==> src/rtl/spi_frame_rx_pkg.sv <==
// Shared types and mode-decode helpers for the oversampling SPI frame receiver.
package spi_pkg;

  typedef enum logic [1:0] {
    ARM   = 2'd0,
    IDLE  = 2'd1,
    SHIFT = 2'd2
  } rx_state_t;

  // Counter must reach 8*NBYTES+1 so that over-long frames stay distinguishable.
  function automatic int BITCNT_W(input int nbytes);
    return $clog2(8 * nbytes + 2);
  endfunction

  function automatic bit sample_rising(input bit cpol, input bit cpha);
    return cpol == cpha;
  endfunction

endpackage

==> src/rtl/spi_frame_rx_if.sv <==
// Frame hand-off bundle between the SPI receiver (master) and the command decoder (slave).
interface spi_frame_rx_if #(
  parameter int NBYTES = 3
);

  logic [8*NBYTES-1:0] frame_data;
  logic                frame_valid;
  logic                frame_ready;
  logic                frame_err;
  logic                overrun;

  modport master (
    output frame_data,
    output frame_valid,
    output frame_err,
    output overrun,
    input  frame_ready
  );

  modport slave (
    input  frame_data,
    input  frame_valid,
    input  frame_err,
    input  overrun,
    output frame_ready
  );

endinterface

==> src/rtl/spi_frame_rx_sync2.sv <==
// Two-flop synchroniser bank for asynchronous pin inputs; clears to zero on reset.
module sync2 #(
  parameter int W = 1
) (
  input  logic         clk,
  input  logic         nreset,
  input  logic [W-1:0] d_i,
  output logic [W-1:0] q_o
);

  logic [W-1:0] meta_q;
  logic [W-1:0] sync_q;

  always_ff @(posedge clk or negedge nreset) begin
    if (!nreset) begin
      meta_q <= '0;
      sync_q <= '0;
    end else begin
      meta_q <= d_i;
      sync_q <= meta_q;
    end
  end

  assign q_o = sync_q;

endmodule

==> src/rtl/spi_frame_rx.sv <==
// Oversampled SPI frame receiver: assembles NBYTES-byte frames from the pins and
// hands them to the consumer through a valid/ready holding register.
module spi_frame_rx
  import spi_pkg::*;
#(
  parameter int NBYTES    = 3,
  parameter bit CPOL      = 1'b0,
  parameter bit CPHA      = 1'b0,
  parameter bit MSB_FIRST = 1'b1
) (
  input  logic          clk,
  input  logic          nreset,
  input  logic          sck,
  input  logic          cs,
  input  logic          sdi,
  spi_frame_rx_if.master frm
);

  localparam int FW = 8 * NBYTES;
  localparam int CW = BITCNT_W(NBYTES);
  localparam bit SAMPLE_RISING = sample_rising(CPOL, CPHA);
  localparam logic [CW-1:0] CNT_FULL = CW'(FW);
  localparam logic [CW-1:0] CNT_SAT  = CW'(FW + 1);

  logic [2:0] pins_s;
  logic       sck_s, cs_s, sdi_s;

  sync2 #(.W(3)) u_sync (
    .clk    (clk),
    .nreset (nreset),
    .d_i    ({sck, cs, sdi}),
    .q_o    (pins_s)
  );

  assign sck_s = pins_s[2];
  assign cs_s  = pins_s[1];
  assign sdi_s = pins_s[0];

  rx_state_t     state_q;
  logic [1:0]    arm_cnt_q;
  logic          sck_d_q, cs_d_q;
  logic [CW-1:0] cnt_q;
  logic [FW-1:0] shift_q, data_q;
  logic          valid_q, err_q, ovr_q;

  logic sample_d, cs_rise_d, cs_fall_d;
  logic [FW-1:0] frame_ord_d;

  assign sample_d  = SAMPLE_RISING ? (sck_s & ~sck_d_q) : (~sck_s & sck_d_q);
  assign cs_rise_d = cs_s & ~cs_d_q;
  assign cs_fall_d = ~cs_s & cs_d_q;

  // LSB-first links arrive bit-reversed within each byte; byte order is kept.
  for (genvar gi = 0; gi < NBYTES; gi++) begin : g_byte
    for (genvar gb = 0; gb < 8; gb++) begin : g_bit
      assign frame_ord_d[8*gi+gb] = MSB_FIRST ? shift_q[8*gi+gb] : shift_q[8*gi+7-gb];
    end
  end

  always_ff @(posedge clk or negedge nreset) begin
    if (!nreset) begin
      state_q   <= ARM;
      arm_cnt_q <= '0;
      sck_d_q   <= 1'b0;
      cs_d_q    <= 1'b0;
      cnt_q     <= '0;
      shift_q   <= '0;
      data_q    <= '0;
      valid_q   <= 1'b0;
      err_q     <= 1'b0;
      ovr_q     <= 1'b0;
    end else begin
      sck_d_q <= sck_s;
      cs_d_q  <= cs_s;
      err_q   <= 1'b0;
      ovr_q   <= 1'b0;
      if (valid_q && frm.frame_ready) begin
        valid_q <= 1'b0;
      end
      case (state_q)
        ARM: begin
          // Synchroniser outputs read 0 until flushed, so wait before trusting cs low.
          if (arm_cnt_q != 2'd3) begin
            arm_cnt_q <= arm_cnt_q + 2'd1;
          end else if (!cs_s) begin
            state_q <= IDLE;
          end
        end
        IDLE: begin
          if (cs_rise_d) begin
            cnt_q   <= '0;
            shift_q <= '0;
            state_q <= SHIFT;
          end
        end
        SHIFT: begin
          if (cs_fall_d) begin
            state_q <= IDLE;
            if (cnt_q == CNT_FULL) begin
              if (!valid_q || frm.frame_ready) begin
                data_q  <= frame_ord_d;
                valid_q <= 1'b1;
              end else begin
                ovr_q <= 1'b1;
              end
            end else if (cnt_q != '0) begin
              err_q <= 1'b1;
            end
          end else if (sample_d) begin
            shift_q <= {shift_q[FW-2:0], sdi_s};
            if (cnt_q != CNT_SAT) begin
              cnt_q <= cnt_q + 1'b1;
            end
          end
        end
        default: state_q <= ARM;
      endcase
    end
  end

  assign frm.frame_data  = data_q;
  assign frm.frame_valid = valid_q;
  assign frm.frame_err   = err_q;
  assign frm.overrun     = ovr_q;

endmodule

==> src/flat_wrapper.sv <==
// flat-port wrapper written by rule: the top's interface ports become plain ports
module spi_frame_rx_flat import spi_pkg::*;
#(
  parameter int NBYTES    = 3,
  parameter bit CPOL      = 1'b0,
  parameter bit CPHA      = 1'b0,
  parameter bit MSB_FIRST = 1'b1
)
  (clk, nreset, sck, cs, sdi, frm_frame_data, frm_frame_valid, frm_frame_err, frm_overrun, frm_frame_ready);
  spi_frame_rx_if #(.NBYTES(NBYTES)) frm_i ();
  input  logic clk;
  input  logic nreset;
  input  logic sck;
  input  logic cs;
  input  logic sdi;
  output wire logic [$bits(frm_i.frame_data)-1:0] frm_frame_data;
  output wire logic [$bits(frm_i.frame_valid)-1:0] frm_frame_valid;
  output wire logic [$bits(frm_i.frame_err)-1:0] frm_frame_err;
  output wire logic [$bits(frm_i.overrun)-1:0] frm_overrun;
  input wire logic [$bits(frm_i.frame_ready)-1:0] frm_frame_ready;
  assign frm_frame_data = frm_i.frame_data;
  assign frm_frame_valid = frm_i.frame_valid;
  assign frm_frame_err = frm_i.frame_err;
  assign frm_overrun = frm_i.overrun;
  assign frm_i.frame_ready = frm_frame_ready;
  spi_frame_rx #(.NBYTES(NBYTES), .CPOL(CPOL), .CPHA(CPHA), .MSB_FIRST(MSB_FIRST)) u_core (.clk(clk), .nreset(nreset), .sck(sck), .cs(cs), .sdi(sdi), .frm(frm_i));
endmodule
==> config.mk <==
export PLATFORM = sky130hd
export DESIGN_NAME = spi_frame_rx_flat
export DESIGN_NICKNAME = d
export VERILOG_FILES = /design/src/rtl/spi_frame_rx_pkg.sv /design/src/rtl/spi_frame_rx_if.sv /design/src/rtl/spi_frame_rx_sync2.sv /design/src/rtl/spi_frame_rx.sv /design/src/flat_wrapper.sv
export SDC_FILE = /design/constraint.sdc
export NUM_CORES = 1
export LEC_CHECK = 0
export CORE_ASPECT_RATIO = 2
export CORE_MARGIN = 4
export CORE_UTILIZATION = 60
export CTS_CLUSTER_DIAMETER = 200
export DETAILED_ROUTE_END_ITERATION = 10
export PLACE_DENSITY = 0.84
export SETUP_SLACK_MARGIN = 0.05
export SLEW_MARGIN = 20
export SYNTH_ARGS = -nofsm -noshare
export SYNTH_HDL_FRONTEND = slang
export SYNTH_HIERARCHICAL = 1
export SYNTH_SLANG_ARGS = --single-unit
==> constraint.sdc <==
create_clock -name clk -period 4.2 [get_ports clk]
set_clock_uncertainty 0.05 [all_clocks]
set_input_delay 0.63 -clock clk [delete_from_list [all_inputs] [get_ports clk]]
set_output_delay 0.63 -clock clk [all_outputs]
set_load 0.01 [all_outputs]
==> out/metrics.cfg <==
[final_layout]
design_area_final_um2 = 3470
num-nets-final = 275
area_delta_synth_final_pct = 16.2
final_cells = 325
layout-drive-gt1-share_pct = 16.8
insertedDiodeCount = 0

[job]
maxCapViolCount = 0

[worst_setup_path]
critPathMaxFanout = 24
setup.worst_path.start_class = flop
criticalPathCategory = reg2reg
worst_r2r_path_depth = 3
worst_setup_path_end_kind = flop
crit-reg2reg-launch = u_core/state_q[0]
critPathBufInv = 0
critical_path_arrival_ps = 2330
critical_path.reg2reg.endpoint = u_core/frame_ord_d[23]
path_delay_family = compound AO/OA/AOI/OAI gates
critical_path.cell_chain = nand4bb_1 -> o21ai_4 -> mux2i_1
crit_slowest_cell = sky130_fd_sc_hd__o21ai_4
crit_path_max_incr_delay_ps = 870
required_ps = 4400
rrSetupSlack_ps = 2070
total_stage_count_of_the_critical_path = 3

[timing]
period_needed_ps = 2130
final-setup-viol-count = 0
final-hold-violation-count = 0
final.period_utilization_pct = 50.7
report.final.slew_viol_count = 0
timing.slew.headroom_pct = 33.1
max_freq_ghz = 0.469
setup_total_negative_slack_ps = 0
rsz0062_at_grt = false
transition_time_of_the_tightest_slew_check_pin_ps = 1000

[global_route]
grtUsageTotal_pct = 19.3
grt_overflow_total = 0
first_global_vias = 1882
grt_pass1_wl_um = 9070
pin_count_of_the_biggest_net_entering_global_routing = 41
antenna_violations_before_repair = 0

[worst_hold_path]
holdCritStartpoint = u_core/u_sync/meta_q[0]
hold_depth = 0
holdPathEnd = u_core/u_sync/q_o[0]
hp-class = reg2reg

[cts]
cts_setup_buffers = 0
cts-hold-fix-buffers = 0
cts_max_path_buffers = 2
cts.root.buffer_cell = sky130_fd_sc_hd__clkbuf_8
clkTransAtPathRegs_ps = 60
cts_buffers = 9
post_cts_resize_count = 0
tritoncts = built
clock-sinks = 68
htree_num_levels = 3
worst_skew_pair.late_latency_ps = 340

[placed_design]
dp.final_hpwl_um = 3430
gp_congestion = 0.819
post_dp_cell_area_um2 = 3280
placedCellCount = 311
quantity_of_i_o_buffers_inserted_on_ports = 32

[logic_synthesis]
synth_enable_flop_cells = 0
synth_top_area_share_pct = 56.9
postSynth.asyncResetShare_pct = 100
synth_compound_area_share_pct = 1.93
synth-xor-area-share_pct = 0.586
synth_mux_area_share_pct = 20.6
synthDistinctLibCells = 37
dominant_combinational_cell_family_by_area_after_synthesis = multiplexers
ys.warnings.count = 6
synthAdderAreaFrac_pct = 1.67
synth_area_leader_cell = sky130_fd_sc_hd__dfrtp_1
synth-simple-area-share_pct = 11.2
synthesis.nets = 241
synthesized_flop_and_latch_total = 68
postSynthAreaPerCell_um2 = 12.9
combined_area_of_all_synthesized_cells_um2 = 2990
yosys.cell_count.top_type = sky130_fd_sc_hd__dfrtp_1
synth_common_cells = 68 x sky130_fd_sc_hd__dfrtp_1, 30 x sky130_fd_sc_hd__nand2_1, 27 x sky130_fd_sc_hd__inv_1
ys_seq_area_share_pct = 56.9
syn-instance-count = 231
postSynth.topFlopCell = sky130_fd_sc_hd__dfrtp_1
synth.top_cells.by_area = sky130_fd_sc_hd__dfrtp_1 57%, sky130_fd_sc_hd__mux2_4 10%, sky130_fd_sc_hd__mux2i_1 8.7%

[die]
die_h_um = 108
dieWidth_um = 57.9
initial_core_util_pct = 61.4
die_area_um2 = 6240
core_um2 = 4860
std_cell_rows = 36
pin_count = 33

[power_and_ir_drop]
power-per-cell-area_nw_per_um2 = 367
irDropWorstVdd_mv = 0.304
leakage_nw = 1.53

[routing]
finalWirelength_um = 5080
avgRoutedWirePerCell_um = 15.6
final_antenna_net_count = 0
drt_first_iter_violations = 81
detailroute.via_count = 1765
route.detailed.drc = 0
routed_via_density = 5.43
drt_pre_antenna_iters = 4

[status]
run_status = finished clean

power breakdown:
group | switching [mW] | internal [mW] | total (mW)
registers | 0.0136 | 0.666 | 0.679
clock network | 0.219 | 0.299 | 0.518
logic | 0.0464 | 0.0288 | 0.0753
total | 0.279 | 0.994 | 1.27
layout by cell type (no fill, tap or decap), drive strengths merged, types with 2 or more instances in the layout:
cell,count
nand2,30
buf,3
nand4bb,3
and4b,2
o311ai,2
inv,27
ha,4
dfrtp,68
mux2i,26
nand3,9
and2b,2
o21ai,2
nand2b,3
mux2,25
nor2b,2
or4,2
clkdlybuf4s50,31
clkbuf,12
routing by layer:
metal | share of wire (%) | GRT usage [%] | vias up
li1 | - | - | 833
met1 | 40 | 23.0 | 890
met2 | 54 | 32.3 | 33
met3 | 3.6 | 5.40 | 9
met4 | 1.8 | 7.46 | 0
met5 | 0 | 0 | -
per-stage QoR:
stage,hold slack (ps),power [mW],utilization (%),setup WS [ps]
floorplan,281,0.743,-,2470
global placement,283,0.766,67.5,1900
detailed placement,288,0.768,67.5,1870
CTS,304,1.29,71.4,2050
global route,331,1.33,71.4,1930
finish,299,1.27,71.4,2070
sequential cells by signal (all words and copies together), names as in the netlist:
register,cells
u_core/frame_ord_d,24
u_core/frm.frame_data,24
u_core/cnt_q,5
u_core/u_sync/meta_q,3
u_core/u_sync/q_o,3
u_core/arm_cnt_q,2
u_core/state_q,2
u_core/cs_d_q,1
u_core/frm.frame_err,1
u_core/frm.frame_valid,1
u_core/frm.overrun,1
u_core/sck_d_q,1
cell families after synthesis:
logic type,after synthesis
flops,68
simple gates,61
xor+xnor,2
mux,51
buf+inv,38
fa+ha+maj,4
compound gates,7
final cells by class:
cell class / instances / area (µm²)
tap: 57 / 71.3
timing repair buffer: 34 / 330
clock buffer: 12 / 155
sequential: 68 / 1700
fill: 345 / 1390
inverter: 27 / 101
clock inverter: 2 / 35.0
multi-input combinational: 125 / 1080
how the worst max path moves through the flow:
stage / start / endpoint
after global placement: frm_frame_ready / u_core/frm.frame_data[2]
after global routing: u_core/state_q[0] / u_core/frame_ord_d[16]
after floorplan: u_core/cnt_q[0] / u_core/frm.frame_data[10]
after detailed placement: frm_frame_ready / u_core/frm.frame_data[0]
final: u_core/state_q[0] / u_core/frame_ord_d[23]
after CTS: u_core/state_q[0] / u_core/frame_ord_d[23]
(Power assumes the default switching activity.)
